### config.mk
export PLATFORM = sky130hd
export DESIGN_NAME = hilo_muldiv
export DESIGN_NICKNAME = d
export VERILOG_FILES = /design/src/rtl/hilo_muldiv_pkg.sv /design/src/rtl/hilo_muldiv_divider.sv /design/src/rtl/hilo_muldiv.sv
export SDC_FILE = /design/constraint.sdc
export NUM_CORES = 2
export LEC_CHECK = 0
export ABC_CLOCK_PERIOD_IN_PS = 36300
export CORE_MARGIN = 10
export CORE_UTILIZATION = 25
export DETAILED_ROUTE_END_ITERATION = 12
export SLEW_MARGIN = 20
export SYNTH_ARGS = -nofsm -noshare
export SYNTH_HDL_FRONTEND = slang
export SYNTH_SLANG_ARGS = --single-unit
### constraint.sdc
create_clock -name clock -period 36.3 [get_ports clock]
set_input_delay 7.26 -clock clock [delete_from_list [all_inputs] [get_ports clock]]
set_output_delay 7.26 -clock clock [all_outputs]
set_load 0.05 [all_outputs]
### src/rtl/hilo_muldiv_pkg.sv
// Shared definitions for the HI/LO multiply/divide unit: op codes, FSM
// encodings and small op-decode helpers.
package hilo_muldiv_pkg;

  localparam logic [2:0] OP_MULT  = 3'd0;
  localparam logic [2:0] OP_MULTU = 3'd1;
  localparam logic [2:0] OP_DIV   = 3'd2;
  localparam logic [2:0] OP_DIVU  = 3'd3;
  localparam logic [2:0] OP_MADD  = 3'd4;
  localparam logic [2:0] OP_MADDU = 3'd5;
  localparam logic [2:0] OP_MSUB  = 3'd6;
  localparam logic [2:0] OP_MSUBU = 3'd7;

  localparam logic [1:0] ST_IDLE = 2'd0;
  localparam logic [1:0] ST_MUL  = 2'd1;
  localparam logic [1:0] ST_DIV  = 2'd2;
  localparam logic [1:0] ST_FIX  = 2'd3;

  function automatic logic op_is_div(input logic [2:0] op);
    return (op == OP_DIV) || (op == OP_DIVU);
  endfunction

  // Even codes are the signed variants.
  function automatic logic op_is_signed(input logic [2:0] op);
    return ~op[0];
  endfunction

endpackage

### src/rtl/hilo_muldiv_divider.sv
// Serial restoring unsigned divider: one quotient bit per step, WIDTH steps.
// Operands are captured on start; sign and special cases are handled by the caller.
module hilo_muldiv_divider #(
  parameter int WIDTH = 32
) (
  input  logic             clock,
  input  logic             reset,
  input  logic             start,
  input  logic             step,
  input  logic [WIDTH-1:0] dividend,
  input  logic [WIDTH-1:0] divisor,
  output logic [WIDTH-1:0] quotient,
  output logic [WIDTH-1:0] remainder
);

  logic [WIDTH-1:0] rem_q, rem_d;
  logic [WIDTH-1:0] quo_q, quo_d;
  logic [WIDTH-1:0] div_q, div_d;
  logic [WIDTH:0]   shifted_s;
  logic [WIDTH:0]   diff_s;

  // Next-state for one restoring iteration; bit WIDTH of diff is the borrow.
  always_comb begin
    shifted_s = {rem_q, quo_q[WIDTH-1]};
    diff_s    = shifted_s - {1'b0, div_q};
    rem_d     = rem_q;
    quo_d     = quo_q;
    div_d     = div_q;
    if (start) begin
      rem_d = {WIDTH{1'b0}};
      quo_d = dividend;
      div_d = divisor;
    end else if (step) begin
      if (!diff_s[WIDTH]) begin
        rem_d = diff_s[WIDTH-1:0];
        quo_d = {quo_q[WIDTH-2:0], 1'b1};
      end else begin
        rem_d = shifted_s[WIDTH-1:0];
        quo_d = {quo_q[WIDTH-2:0], 1'b0};
      end
    end else begin
      rem_d = rem_q;
    end
  end

  // Divider state registers.
  always_ff @(posedge clock or posedge reset) begin
    if (reset) begin
      rem_q <= {WIDTH{1'b0}};
      quo_q <= {WIDTH{1'b0}};
      div_q <= {WIDTH{1'b0}};
    end else begin
      rem_q <= rem_d;
      quo_q <= quo_d;
      div_q <= div_d;
    end
  end

  assign quotient  = quo_q;
  assign remainder = rem_q;

endmodule

### src/rtl/hilo_muldiv.sv
// HI/LO register pair with a multi-cycle MULT/DIV/MADD/MSUB engine,
// direct MTHI/MTLO writes and forwarded MFHI/MFLO reads.
module hilo_muldiv
  import hilo_muldiv_pkg::*;
#(
  parameter int WIDTH   = 32,
  parameter int MUL_LAT = 2
) (
  input  logic               clock,
  input  logic               reset,
  input  logic               op_valid,
  input  logic [2:0]         op_code,
  input  logic [WIDTH-1:0]   op_a,
  input  logic [WIDTH-1:0]   op_b,
  input  logic               cancel,
  output logic               busy,
  output logic               done,
  input  logic               r_hilo,
  output logic [2*WIDTH-1:0] r_data,
  input  logic               w_hi,
  input  logic [WIDTH-1:0]   hi_data,
  input  logic               w_lo,
  input  logic [WIDTH-1:0]   lo_data
);

  localparam int MAXC  = (WIDTH > MUL_LAT) ? WIDTH : MUL_LAT;
  localparam int CNT_W = $clog2(MAXC + 1);

  logic [1:0]         state_q, state_d;
  logic [CNT_W-1:0]   cnt_q, cnt_d;
  logic [2:0]         op_q, op_d;
  logic [WIDTH-1:0]   a_q, a_d, b_q, b_d;
  logic [WIDTH-1:0]   hi_q, hi_d, lo_q, lo_d;
  logic [2*WIDTH-1:0] acc_q, acc_d;
  logic [2*WIDTH-1:0] prod_pipe_q [MUL_LAT];
  logic [2*WIDTH-1:0] prod_pipe_d [MUL_LAT];

  logic               accept_s, write_s, sgn_s;
  logic [WIDTH-1:0]   hi_w_s, lo_w_s, abs_a_s, abs_b_s;
  logic [WIDTH-1:0]   quo_s, rem_s, q_fix_s, r_fix_s;
  logic [2*WIDTH-1:0] ma_s, mb_s, prod_s, res_s;

  assign accept_s = op_valid & ~busy & ~cancel;
  assign write_s  = (state_q == ST_FIX) & ~cancel;
  assign hi_w_s   = w_hi ? hi_data : hi_q;
  assign lo_w_s   = w_lo ? lo_data : lo_q;
  assign abs_a_s  = (op_is_signed(op_code) && op_a[WIDTH-1]) ? -op_a : op_a;
  assign abs_b_s  = (op_is_signed(op_code) && op_b[WIDTH-1]) ? -op_b : op_b;

  hilo_muldiv_divider #(.WIDTH(WIDTH)) u_div (
    .clock     (clock),
    .reset     (reset),
    .start     (accept_s & op_is_div(op_code)),
    .step      (state_q == ST_DIV),
    .dividend  (abs_a_s),
    .divisor   (abs_b_s),
    .quotient  (quo_s),
    .remainder (rem_s)
  );

  // FSM sequencing: MUL holds MUL_LAT cycles, DIV holds WIDTH cycles, then FIX.
  always_comb begin
    state_d = state_q;
    cnt_d   = cnt_q;
    case (state_q)
      ST_IDLE: begin
        cnt_d = {CNT_W{1'b0}};
        if (accept_s) begin
          state_d = op_is_div(op_code) ? ST_DIV : ST_MUL;
        end else begin
          state_d = ST_IDLE;
        end
      end
      ST_MUL, ST_DIV: begin
        if (cancel) begin
          state_d = ST_IDLE;
          cnt_d   = {CNT_W{1'b0}};
        end else if (cnt_q == ((state_q == ST_MUL) ? CNT_W'(MUL_LAT - 1) : CNT_W'(WIDTH - 1))) begin
          state_d = ST_FIX;
          cnt_d   = {CNT_W{1'b0}};
        end else begin
          cnt_d = cnt_q + CNT_W'(1);
        end
      end
      ST_FIX:  state_d = ST_IDLE;
      default: state_d = ST_IDLE;
    endcase
  end

  // Operand capture; accumulate ops snapshot HI/LO including same-cycle MT* writes.
  always_comb begin
    if (accept_s) begin
      op_d  = op_code;
      a_d   = op_a;
      b_d   = op_b;
      acc_d = {hi_w_s, lo_w_s};
    end else begin
      op_d  = op_q;
      a_d   = a_q;
      b_d   = b_q;
      acc_d = acc_q;
    end
  end

  // Sign-extending to 2*WIDTH makes one unsigned multiply serve both signednesses.
  always_comb begin
    sgn_s          = op_is_signed(op_q);
    ma_s           = {{WIDTH{sgn_s & a_q[WIDTH-1]}}, a_q};
    mb_s           = {{WIDTH{sgn_s & b_q[WIDTH-1]}}, b_q};
    prod_pipe_d[0] = ma_s * mb_s;
    for (int i = 1; i < MUL_LAT; i++) begin
      prod_pipe_d[i] = prod_pipe_q[i-1];
    end
    prod_s = prod_pipe_q[MUL_LAT-1];
  end

  // FIX-stage result: sign fix-up, divide-by-zero, accumulate.
  always_comb begin
    q_fix_s = (sgn_s && (a_q[WIDTH-1] ^ b_q[WIDTH-1])) ? -quo_s : quo_s;
    r_fix_s = (sgn_s && a_q[WIDTH-1]) ? -rem_s : rem_s;
    res_s   = prod_s;
    case (op_q)
      OP_MULT, OP_MULTU: res_s = prod_s;
      OP_DIV, OP_DIVU: begin
        if (b_q == {WIDTH{1'b0}}) begin
          res_s = {a_q, {WIDTH{1'b1}}};
        end else begin
          res_s = {r_fix_s, q_fix_s};
        end
      end
      OP_MADD, OP_MADDU: res_s = acc_q + prod_s;
      OP_MSUB, OP_MSUBU: res_s = acc_q - prod_s;
      default:           res_s = prod_s;
    endcase
  end

  // Direct writes are younger than the engine result and win per half.
  always_comb begin
    if (w_hi) begin
      hi_d = hi_data;
    end else if (write_s) begin
      hi_d = res_s[2*WIDTH-1:WIDTH];
    end else begin
      hi_d = hi_q;
    end
    if (w_lo) begin
      lo_d = lo_data;
    end else if (write_s) begin
      lo_d = res_s[WIDTH-1:0];
    end else begin
      lo_d = lo_q;
    end
  end

  // Architectural and engine state registers.
  always_ff @(posedge clock or posedge reset) begin
    if (reset) begin
      state_q <= ST_IDLE;
      cnt_q   <= {CNT_W{1'b0}};
      op_q    <= 3'd0;
      a_q     <= {WIDTH{1'b0}};
      b_q     <= {WIDTH{1'b0}};
      acc_q   <= {(2*WIDTH){1'b0}};
      hi_q    <= {WIDTH{1'b0}};
      lo_q    <= {WIDTH{1'b0}};
      for (int i = 0; i < MUL_LAT; i++) begin
        prod_pipe_q[i] <= {(2*WIDTH){1'b0}};
      end
    end else begin
      state_q <= state_d;
      cnt_q   <= cnt_d;
      op_q    <= op_d;
      a_q     <= a_d;
      b_q     <= b_d;
      acc_q   <= acc_d;
      hi_q    <= hi_d;
      lo_q    <= lo_d;
      for (int i = 0; i < MUL_LAT; i++) begin
        prod_pipe_q[i] <= prod_pipe_d[i];
      end
    end
  end

  assign busy   = (state_q != ST_IDLE);
  assign done   = write_s;
  assign r_data = r_hilo ? {hi_d, lo_d} : {(2*WIDTH){1'b0}};

endmodule

==> flow_summary.ini <==
[run_status]
outcome = complete, no violations

[clocking]
cts_buffer_depth = 3
cts_tree = yes
clockRootBuffer = clkbuf_16
postCtsHoldBufs = 0
clk_pin_slew_ns = 0.06
cts_num_sinks = 427
ctsResizeCount = 0
cts_buffers = 51
cts_setup_buffers = 0
clk_latency_ns = 0.68
h-tree-depth = 2

[logic_synthesis]
synth_seq_cells = 427
syn_nets = 8835
synth_warnings = 0
synth_edf_count = 0
netlist_area_sq_um = 65200
synth.distinct_cells = 94
ys_seq_area_share_pct = 16.4
synthFlopType = dfrtp_1
syn_inst = 7251
synth_area_per_cell_sq_um = 8.99
synthArstFlopShare_pct = 100

[timing]
fmax_ghz = 0.0544
rsz0062_at_grt = no
period_needed_ns = 18.40
setup-tns-final_ns = 0
hold_viol = 0
setup_viol = 0
slew_headroom_pct = 26.2
tightest_slew_ns = 1.11
report.final.slew_viol_count = 0
skew_ns = 0.0457
finalCritPeriodShare_pct = 50.7

[critical_path]
ff2ff_path_depth = 28
reg2reg_to = prod_pipe_d[61]
r2r-start = a_q[31]
worstPathArrival_ns = 11.14
critPathRequiredTime_ns = 29.04
cp-start-kind = input pin
worst_setup_path_end_kind = output port
r2r_slack_ns = 26.41
critPathMaxFanout = 49
critical_path_class = in2out

[detailed_routing]
drt-pass1-iter-count = 6
vias = 52100
drc = 0
ant_nets = 0
drtIter0Drc = 4887
vias_per_cell = 4.91
wire_per_inst_microns = 21.1
wl_microns = 225000

[global_route]
grt.total_usage_pct = 15.7
grt_pass1_vias = 54500
grt_pass1_wl_microns = 342000
overflow = 0
grt_max_degree = 204
antenna_found_initial = 32

[floorplanning]
start_util_pct = 25.1
core_sq_um = 259000
ios = 204
fp.dieW_microns = 531
row_count = 187
die_h_microns = 531
die-area_sq_um = 282000

[worst_hold_path]
min_to = prod_s[4]
hold_class = reg2reg
min_from = prod_pipe_d[4]
holdPathStages = 0

[layout]
synthToLayoutAreaGrowth_pct = 11.3
num-nets-final = 8751
finish.utilization_pct = 28.0
drive_gt1_share_pct = 4.76

[place]
routabilityCongestion = 0.932
dp_hpwl_microns = 175000
numPortBuffers = 203

[run]
drv_cap = 0
how the worst max path moves through the flow:
stage               startpoint          to  slack, ns  depth (start not counted)
floorplan                reset      a_q[0]      17.15                          1
global placement        cancel  r_data[12]      17.93                         10
detailed placement      cancel  r_data[12]      17.91                         10
CTS                     cancel  r_data[12]      17.91                         10
global route            cancel  r_data[61]      17.71                          9
finish                  cancel  r_data[61]      17.90                          9
stage by stage:
stage                     hold slack [ns]  instances  setup slack [ns]  instance area [sq um]
after floorplan                     0.331       7251             17.15                  65200
after global placement              0.333      10500             17.93                  70600
after detailed placement            0.335      10500             17.91                  70600
after CTS                           0.348      10600             17.91                  72500
after global routing                0.352      10600             17.71                  72500
final                               0.345      10600             17.90                  72600
layout make-up:
| cell class | count | area (sq um) |
|---|---|---|
| timing repair buffer | 304 | 2790 |
| inverter | 1204 | 4530 |
| multi-input combinational | 5179 | 48400 |
| clock inverter | 34 | 504 |
| tap | 3402 | 4260 |
| antenna | 14 | 35.0 |
| clock buffer | 62 | 1380 |
| fill | 27400 | 187000 |
| sequential | 427 | 10700 |
Yosys cell counts, types with 14 or more instances:
cell,n,area [sq um]
a211oi_1,52,390
a21boi_0,29,218
a21o_1,103,773
a21oi_1,319,1600
a31oi_1,47,294
and2_1,420,2630
and3_1,16,100
buf_1,14,52.6
buf_2,17,85.1
clkbuf_1,410,1540
dfrtp_1,427,10700
fa_1,1127,22600
ha_1,319,3990
inv_1,1202,4510
mux2_2,64,721
mux2i_1,99,991
nand2_1,1034,3880
nand2b_1,42,263
nand3_1,49,245
nand4_1,40,250
nor2_1,249,935
nor2b_1,32,200
nor3_1,48,240
nor4_1,24,150
o211ai_1,22,165
o21a_1,20,150
o21ai_0,312,1560
o21ai_1,43,215
o21bai_1,27,203
o221ai_1,25,219
o31ai_1,35,263
o41ai_1,14,123
or3_1,38,238
xnor2_1,199,1740
xor2_1,129,1130
critical path: stages:
cell	delay [ns]
clkdlybuf4s50_1	0.44
nand2b_2	0.38
buf_4	0.42
nor2_1	0.66
nand2_1	0.46
a211o_1	0.34
o21ai_0	0.14
a41o_1	0.23
clkdlybuf4s50_1	0.80
cell usage in the layout (no fill, tap or decap), types with 29 or more instances in the layout:
cell type,instances
a211oi_1,52
a21boi_0,29
a21o_1,103
a21oi_1,319
a31oi_1,47
and2_1,420
buf_4,100
clkbuf_16,51
clkdlybuf4s50_1,200
dfrtp_1,415
fa_1,1127
ha_1,318
inv_1,1201
mux2_2,64
mux2i_1,99
nand2_1,1034
nand2b_1,41
nand3_1,49
nand4_1,40
nor2_1,247
nor3_1,48
o21ai_0,312
o21ai_1,43
o31ai_1,35
or3_1,38
xnor2_1,199
xor2_1,128
per-layer routing:
| layer | wire, microns | track usage, % | vias to the layer above | share of wire [%] |
|---|---|---|---|---|
| met5 | 98 | 0 | - | 0.044 |
| met4 | 10600 | 6.41 | 14 | 4.7 |
| met1 | 92200 | 20.5 | 26900 | 41 |
| li1 | - | - | 22600 | - |
| met2 | 105000 | 25.9 | 2198 | 47 |
| met3 | 16800 | 2.33 | 459 | 7.5 |
logic make-up after synthesis:
| family | share of synthesized area, % |
|---|---|
| simple gates | 15.0 |
| buf+inv | 9.50 |
| fa+ha+maj | 40.7 |
| compound gates | 11.3 |
| flops | 16.4 |
| xor+xnor | 4.43 |
| mux | 2.64 |
Power is not shown: default switching activity piles up to over one toggle a cycle in this logic, so the estimate is an artifact.
